==> config.mk <==
export PLATFORM = sky130hd
export DESIGN_NAME = reg_file
export DESIGN_NICKNAME = d
export VERILOG_FILES = /design/src/rtl/reg_file_pkg.sv /design/src/rtl/reg_pending_ctr.sv /design/src/rtl/reg_file.sv
export SDC_FILE = /design/constraint.sdc
export NUM_CORES = 2
export LEC_CHECK = 0
export BUFFER_PORTS_ARGS = -buffer_cell sky130_fd_sc_hd__buf_2
export CORE_MARGIN = 2
export CORE_UTILIZATION = 35
export CTS_CLUSTER_DIAMETER = 80
export DETAILED_ROUTE_END_ITERATION = 10
export PLACE_DENSITY = 0.6
export SLEW_MARGIN = 20
export SYNTH_ARGS = -nofsm -noshare
export SYNTH_HDL_FRONTEND = slang
export SYNTH_SLANG_ARGS = --single-unit
==> constraint.sdc <==
create_clock -name clk -period 5.1 [get_ports clk]
set_input_delay 1.53 -clock clk [delete_from_list [all_inputs] [get_ports clk]]
set_output_delay 1.53 -clock clk [all_outputs]
set_load 0.01 [all_outputs]
==> src/rtl/reg_file_pkg.sv <==
// Shared types and constants for the architectural integer register file.
// Configuration macro used by this block: REG_FILE_BYPASS_EN.
package reg_file_pkg;

    localparam int DEFAULT_DATA_WIDTH     = 32;
    localparam int DEFAULT_REG_ADDR_WIDTH = 5;
    localparam int DEFAULT_PEND_WIDTH     = 2;

    localparam int NUM_REGS = 2 ** DEFAULT_REG_ADDR_WIDTH;
    localparam int PEND_MAX = (2 ** DEFAULT_PEND_WIDTH) - 1;

    typedef logic [DEFAULT_DATA_WIDTH-1:0]     word_t;
    typedef logic [DEFAULT_REG_ADDR_WIDTH-1:0] reg_addr_t;

    localparam reg_addr_t ZERO_REG = '0;

endpackage

==> src/rtl/reg_pending_ctr.sv <==
// Per-register pending-write counter: claims count up, writeback releases count down.
// With REG_FILE_BYPASS_EN defined, busy reflects the count after a same-cycle release.
module reg_pending_ctr #(
    parameter int PEND_WIDTH = 2
) (
    input  logic clk,
    input  logic rst_n,
    input  logic inc,
    input  logic dec,
    output logic busy,
    output logic at_max
);

    localparam logic [PEND_WIDTH-1:0] CNT_MAX = '1;
    localparam logic [PEND_WIDTH-1:0] CNT_ONE = PEND_WIDTH'(1);

    logic [PEND_WIDTH-1:0] count_reg;
    logic [PEND_WIDTH-1:0] count_next;

    // A claim and a release landing together cancel out.
    always_comb begin
        count_next = count_reg;
        if (inc && !dec && (count_reg != CNT_MAX)) begin
            count_next = count_reg + CNT_ONE;
        end else if (dec && !inc && (count_reg != '0)) begin
            count_next = count_reg - CNT_ONE;
        end
    end

    always_ff @(posedge clk or negedge rst_n) begin
        if (!rst_n) begin
            count_reg <= '0;
        end else begin
            count_reg <= count_next;
        end
    end

    assign at_max = (count_reg == CNT_MAX);

`ifdef REG_FILE_BYPASS_EN
    assign busy = (count_reg != '0) && !(dec && (count_reg == CNT_ONE));
`else
    assign busy = (count_reg != '0);
`endif

endmodule

==> src/rtl/reg_file.sv <==
// 32 x 32 register file with two combinational read ports, one write port and a
// pending-write scoreboard. REG_FILE_BYPASS_EN enables same-cycle write-through.
module reg_file
    import reg_file_pkg::*;
#(
    parameter int DATA_WIDTH     = DEFAULT_DATA_WIDTH,
    parameter int REG_ADDR_WIDTH = DEFAULT_REG_ADDR_WIDTH,
    parameter int PEND_WIDTH     = DEFAULT_PEND_WIDTH
) (
    input  logic                      clk,
    input  logic                      rst_n,
    input  logic [REG_ADDR_WIDTH-1:0] rs1_addr,
    input  logic [REG_ADDR_WIDTH-1:0] rs2_addr,
    output logic [DATA_WIDTH-1:0]     rs1_data,
    output logic [DATA_WIDTH-1:0]     rs2_data,
    output logic                      rs1_busy,
    output logic                      rs2_busy,
    input  logic                      claim_valid,
    input  logic [REG_ADDR_WIDTH-1:0] claim_addr,
    output logic                      claim_ready,
    input  logic                      we,
    input  logic [REG_ADDR_WIDTH-1:0] wr_addr,
    input  logic [DATA_WIDTH-1:0]     wr_data
);

    localparam int N_REGS = 2 ** REG_ADDR_WIDTH;

    logic [DATA_WIDTH-1:0] regs_reg [N_REGS];
    logic [N_REGS-1:0]     busy_vec;
    logic [N_REGS-1:0]     at_max_vec;
    logic                  wr_nonzero;
    logic                  claim_fire;

    assign wr_nonzero = we && (wr_addr != '0);

    // Storage stays in flops: the whole array must clear on an asynchronous reset.
    always_ff @(posedge clk or negedge rst_n) begin
        if (!rst_n) begin
            for (int i = 0; i < N_REGS; i++) begin
                regs_reg[i] <= '0;
            end
        end else if (wr_nonzero) begin
            regs_reg[wr_addr] <= wr_data;
        end
    end

    // x0 never holds a claim, so it is never busy and never full.
    assign busy_vec[0]   = 1'b0;
    assign at_max_vec[0] = 1'b0;

    // Readiness uses the pre-release count, so a full register refuses even during a release.
    assign claim_ready = !at_max_vec[claim_addr];
    assign claim_fire  = claim_valid && claim_ready;

    generate
        for (genvar gi = 1; gi < N_REGS; gi++) begin : g_pend
            logic inc;
            logic dec;

            assign inc = claim_fire && (claim_addr == REG_ADDR_WIDTH'(gi));
            assign dec = we && (wr_addr == REG_ADDR_WIDTH'(gi));

            reg_pending_ctr #(
                .PEND_WIDTH (PEND_WIDTH)
            ) u_ctr (
                .clk    (clk),
                .rst_n  (rst_n),
                .inc    (inc),
                .dec    (dec),
                .busy   (busy_vec[gi]),
                .at_max (at_max_vec[gi])
            );
        end
    endgenerate

    always_comb begin
        rs1_data = regs_reg[rs1_addr];
        rs2_data = regs_reg[rs2_addr];
`ifdef REG_FILE_BYPASS_EN
        if (wr_nonzero && (rs1_addr == wr_addr)) begin
            rs1_data = wr_data;
        end
        if (wr_nonzero && (rs2_addr == wr_addr)) begin
            rs2_data = wr_data;
        end
`endif
    end

    assign rs1_busy = busy_vec[rs1_addr];
    assign rs2_busy = busy_vec[rs2_addr];

endmodule

### Yosys cells after proc, flatten, opt, wreduce, memory -nomap -nowiden

Index checks and enable logic that the tools add are counted.

| storage, ports and cells | value |
|---|---|
| bits in registers | 1086 |
| input port bits | 56 |
| output and inout bits | 67 |
| word-level logic and storage cells | 651 |

| cells by class | value |
|---|---|
| add/subtract/negate cells | 62 |
| magnitude comparators | 7 |
| equal/unequal tests | 124 |
| multiplexer cells | 77 |
| bitwise logic cells | 3 |
| reductions and logical operators | 315 |

Operators by type and width:

| kind | count |
|---|---|
| bitwise mux 1024 bit | 1 |
| binary-select mux 32 bit (select 5 bit) | 2 |
| logical AND 1 bit | 189 |
| demux 32 bit (select 5 bit) | 1 |
| equality test 5 bit, second input constant | 32 |
| two-way mux 32 bit | 5 |
| two-way mux 2 bit | 62 |
| nonzero test 2 bit | 62 |
| equality test 5 x 4 -> 1 bit, second input constant | 16 |
| zero test 1 bit | 63 |
| adder 2 x 1 -> 2 bit, second input constant | 31 |
| equality test 2 bit, second input constant | 31 |
| != test 2 bit, second input constant | 31 |
| subtractor 2 x 1 -> 2 bit, second input constant | 31 |
| equality test 5 x 3 -> 1 bit, second input constant | 8 |
| equality test 5 x 2 -> 1 bit, second input constant | 4 |
| greater-or-equal comparator 6 bit, second input constant | 3 |
| less-than comparator 5 x 6 -> 1 bit, second input constant | 3 |
| NOT 5 -> 6 bit | 3 |
| binary-select mux 1 bit (select 5 bit) | 3 |
| equality test 5 x 1 -> 1 bit, second input constant | 2 |
| less-than comparator 6 x 1 -> 1 bit, second input constant | 1 |
| nonzero test 5 bit | 1 |
| two-way mux 1 bit | 3 |

### Logic depth before layout (Yosys ltp)

| depth | value |
|---|---|
| depth after elaboration | 11 |
| gate-level depth with buffers | 9 |
| depth with buffers taken out | 5 |

### Hierarchy

Synthesis repeated with hierarchy kept, for this count alone.

| second synthesis, totals | value |
|---|---|
| cells, all modules | 3896 |
| area total of the unflattened synthesis | 57751.6 µm² |

Modules (own cells, without submodules):

| module | instances | cells each | area each (µm²) | sequential area each (µm²) |
|---|---|---|---|---|
| reg_file | 1 | 3462 | 53950.5 | 25624.6 |
| reg_pending_ctr | 31 | 14 | 122.6 | 50.0 |

### Least setup slack after synthesis

OpenSTA, ideal clock, no wires.

| timing | value |
|---|---|
| path type | input-to-output |
| from | input rs1_addr[1] |
| to | output rs1_data[14] |
| data arrival time | 3.022 ns |
| required time | 3.570 ns |
| path slack | 0.548 ns |
| stages on the path | 5 |
| path buffers | 2 |
| path through | buf_2 > clkbuf_1 > mux4_2 > mux4_2 > o21a_1 |

| on the way | value |
|---|---|
| cells in the longest elaborated chain, start to end | 4 |

Ends and longest elaborated chain:

| item | line | source |
|---|---|---|
| start, declared | reg_file.sv:12 | `input logic [REG_ADDR_WIDTH-1:0] rs1_addr,` |
| NOT 5 -> 6 bit (implied by the code) | reg_file.sv:77 | `rs1_data = regs_reg[rs1_addr];` |
| binary-select mux 32 bit (select 5 bit) | reg_file.sv:77 |  |
| two-way mux 32 bit (implied by the code) (2 in a row) | reg_file.sv:77 |  |
| end, declared | reg_file.sv:14 | `output logic [DATA_WIDTH-1:0] rs1_data,` |

Every way passes these cells. The select of a mux whose other input is x is not followed.

### Worst setup path after layout

| timing | value |
|---|---|
| from | input rs1_addr[0] |
| to | output rs1_data[29] |

Same word-level chain as after synthesis.

==> impl_metrics.xml <==
<?xml version="1.0" encoding="UTF-8"?>
<metrics>
  <group name="status">
    <metric name="status" unit="">finished, final reports clean</metric>
  </group>
  <group name="final_layout">
    <metric name="multiInputGateArea" unit="mm²">0.0302</metric>
    <metric name="syn2layout_area_growth" unit="%">14.5</metric>
    <metric name="largest_register_ffs" unit="">1024</metric>
    <metric name="layout_cell_share_with_drive_strength_beyond_1" unit="">0.432</metric>
    <metric name="fillCellCount" unit="">15400</metric>
    <metric name="fin_nets" unit="">4576</metric>
    <metric name="area.sequential" unit="mm²">0.0272</metric>
    <metric name="post_layout_nonfiller_instances" unit="">6834</metric>
    <metric name="post_layout_inst_area" unit="mm²">0.0678</metric>
  </group>
  <group name="sta">
    <metric name="highest_clock_rate" unit="MHz">198</metric>
    <metric name="final.setup_skew" unit="ps">7.47</metric>
    <metric name="final-hold-violation-count" unit="">0</metric>
    <metric name="slew_headroom" unit="">0.209</metric>
    <metric name="rsz_0062_raised_after_global_routing" unit="">true</metric>
    <metric name="final-setup-viol-count" unit="">0</metric>
    <metric name="finalWorstPathRequiredPeriod" unit="ps">5050</metric>
    <metric name="finalHoldWorstSlack" unit="ps">395</metric>
    <metric name="timing_worst_slew_pin_value" unit="ps">1190</metric>
    <metric name="fin_crit_sh" unit="">0.990</metric>
    <metric name="final_max_slew_viol_count" unit="">0</metric>
    <metric name="setup_tns" unit="ps">0</metric>
  </group>
  <group name="grt">
    <metric name="total_congestion_overflow" unit="">0</metric>
    <metric name="wire_length_of_the_first_global_routing_pass" unit="mm">287</metric>
    <metric name="grt_antenna_before_repair" unit="">23</metric>
    <metric name="global_route.usage.total" unit="">0.225</metric>
    <metric name="grt_start_max_net_pins" unit="">130</metric>
    <metric name="via_count_of_the_first_global_routing_pass" unit="">41200</metric>
  </group>
  <group name="clock_tree">
    <metric name="holdBufCountCts" unit="">0</metric>
    <metric name="clk_path_buf_depth" unit="">3</metric>
    <metric name="clk_latency" unit="ps">750</metric>
    <metric name="clock_tree.root_cell" unit="">clkbuf_16</metric>
    <metric name="clk_slew_on_worst_s_h_paths" unit="ps">60</metric>
    <metric name="h-tree-depth" unit="">3</metric>
    <metric name="cts_num_sinks" unit="">1086</metric>
    <metric name="tritoncts_clock_tree" unit="">yes</metric>
    <metric name="tritoncts.num_buffers" unit="">115</metric>
  </group>
  <group name="min_path">
    <metric name="min_path_type" unit="">reg -&gt; reg</metric>
  </group>
  <group name="critical_path">
    <metric name="worst_setup_path_type" unit="">in -&gt; out</metric>
    <metric name="most_used_cell_cp" unit="">buf_16</metric>
    <metric name="path_delay_family" unit="">buffers and inverters</metric>
    <metric name="timing.critical_path.fanout_max" unit="">33</metric>
    <metric name="cp_data_arrival_time" unit="ps">3520</metric>
    <metric name="required_time_of_the_worst_setup_path" unit="ps">3570</metric>
    <metric name="timing.critical_path.to_type" unit="">output port</metric>
    <metric name="max_stage_delay" unit="ps">550</metric>
    <metric name="critical_path.startpoint_type" unit="">input port</metric>
    <metric name="critical_path.cell_chain" unit="">buf_16 &gt; buf_12 &gt; buf_4 &gt; buf_16 &gt; mux4_2 &gt; mux2i_2 &gt; a32o_1 &gt; a221oi_1 &gt; buf_2</metric>
    <metric name="critPathSlowestCell" unit="">mux4_2</metric>
    <metric name="critPathBufInv" unit="">5</metric>
  </group>
  <group name="run">
    <metric name="max_cap_viol_count" unit="">0</metric>
  </group>
  <group name="synthesis">
    <metric name="flip_flop_and_latch_count_after_synthesis" unit="">1086</metric>
    <metric name="yosys_warnings" unit="">0</metric>
    <metric name="yosysTopAreaCellShare" unit="">0.459</metric>
    <metric name="synth-edff-count" unit="">0</metric>
    <metric name="syn_inst" unit="">4444</metric>
    <metric name="synth_seq_area_share" unit="">0.459</metric>
    <metric name="ys_dominant_reg_cell" unit="">dfrtp_1</metric>
    <metric name="synthTopCellsByArea" unit="">dfrtp_1 46%, mux4_2 20%, mux2_2 15%</metric>
    <metric name="synth.avg_cell_area" unit="µm²">13.3</metric>
    <metric name="synth.net_count" unit="">4500</metric>
    <metric name="syn-cell-area" unit="mm²">0.0592</metric>
    <metric name="post-synth-top-area-cell" unit="">dfrtp_1</metric>
    <metric name="synthArstFlopShare" unit="">1.00</metric>
    <metric name="netlist-cell-type-count" unit="">84</metric>
    <metric name="yosys.cell_count.top_type" unit="">dfrtp_1</metric>
    <metric name="synth_common_cells" unit="">1086 x dfrtp_1, 775 x mux2_2, 767 x nand2_1, 522 x mux4_2, 238 x clkbuf_1</metric>
  </group>
  <group name="floorplan">
    <metric name="placeableCoreArea" unit="mm²">0.168</metric>
    <metric name="io_pins" unit="">123</metric>
    <metric name="fp.dieW" unit="µm">415</metric>
    <metric name="die_h" unit="µm">415</metric>
    <metric name="die_area" unit="mm²">0.172</metric>
    <metric name="start_util" unit="">0.353</metric>
    <metric name="floorplan.rows" unit="">150</metric>
  </group>
  <group name="pwr">
    <metric name="power.leakage" unit="nW">30.0</metric>
    <metric name="total_power" unit="mW">25.7</metric>
    <metric name="worst_ir_drop_vdd" unit="µV">292</metric>
    <metric name="cellPowerDensity" unit="mW/mm²">379</metric>
  </group>
  <group name="routing">
    <metric name="routedWlPerCell" unit="µm">28.6</metric>
    <metric name="detailedRoute.firstIterationViolations" unit="">3577</metric>
    <metric name="num_vias" unit="">40400</metric>
    <metric name="drt.antenna.violating_nets" unit="">0</metric>
    <metric name="wirelength_routed" unit="mm">195</metric>
    <metric name="drc" unit="">0</metric>
    <metric name="dr.pass1.iters" unit="">6</metric>
    <metric name="avgViaCountPerCell" unit="">5.92</metric>
  </group>
  <group name="place">
    <metric name="gp_congestion" unit="">0.859</metric>
    <metric name="place_area" unit="mm²">0.0636</metric>
    <metric name="dpl.hpwl" unit="mm">120</metric>
    <metric name="numPlacedInstances" unit="">6602</metric>
    <metric name="io_buffers" unit="">122</metric>
  </group>
</metrics>
through the flow:
| stage | utilization | setup slack (ps) |
|---|---|---|
| CTS | 0.404 | -55.0 |
| floorplan | - | 548 |
| detailed placement | 0.379 | -299 |
| global route | 0.405 | -12.3 |
| finish | 0.405 | 48.9 |
| global placement | 0.379 | -270 |
worst paths after layout:
check	start	endpoint	slack [ps]	depth (start not counted)
setup / recovery	rs1_addr[0]	rs1_data[29]	50	9
max in group asynchronous	rst_n	regs_reg[637]	3090	2
hold reg to reg	regs_reg[997]	regs_reg[997]	400	0
min in group asynchronous	rst_n	regs_reg[234]	760	1
hold / removal	regs_reg[997]	regs_reg[997]	400	0
setup reg to reg	g_pend[26].u_ctr.count_reg[0]	g_pend[24].u_ctr.count_reg[0]	3150	6
cells in the final DEF, fill, tap and decap left out, drive strengths merged, types with 20 or more instances in the layout:
cell type	instances
o21ai	35
mux2	776
a22o	34
clkinv	34
nor2	89
clkbuf	168
dfrtp	1086
nand2	767
a221oi	59
a21oi	54
nor3	49
a32o	26
inv	20
buf	406
mux2i	226
mux4	522
power by group:
| part | leakage (nW) | total (mW) | internal, mW | switching [mW] |
|---|---|---|---|---|
| Combinational | 14.1 | 5.37 | 3.12 | 2.24 |
| Clock | 1.98 | 8.86 | 5.12 | 3.74 |
| Sequential | 13.9 | 11.5 | 10.2 | 1.26 |
| Total | 30.0 | 25.7 | 18.5 | 7.24 |
cell families (layout without fill, tap and decap cells):
| group | after synthesis | after routing | share of synthesized area |
|---|---|---|---|
| muxes | 1524 | 1524 | 0.384 |
| DFF | 1086 | 1086 | 0.459 |
| and+or+nand+nor | 1037 | 1037 | 0.0758 |
| buffers and inverters | 466 | 643 | 0.0371 |
| AOI/OAI and AO/OA | 316 | 316 | 0.0416 |
| xor gates and xnor gates | 15 | 15 | 0.00222 |
| other | 0 | 9 | 0 |
area by class of cell:
| type | instances | share of cell area |
|---|---|---|
| multi-input cells | 2892 | 0.445 |
| flip-flops and latches | 1086 | 0.401 |
| inverters | 18 | 0.00111 |
| clock buffers | 167 | 0.0511 |
| diodes | 9 | 0.000332 |
| well taps | 2204 | 0.0407 |
| repair buffers | 407 | 0.0531 |
| clock inverters | 51 | 0.00771 |
per-layer routing:
metal  vias up  global-route usage  wire (µm)
met1     21700               0.292      79300
met3       433              0.0375      12600
met5         -                   0         66
met2      1580               0.365      93100
met4        12               0.108      10100
li1      16800                   -          -
timing repair:
action,CTS,global route
pin swaps,1,3
gates cloned,0,1
endpoints found under the setup margin,22,4
setup buffers,0,4
gates resized for setup,15,17
Power figures use the tool's default switching activity.
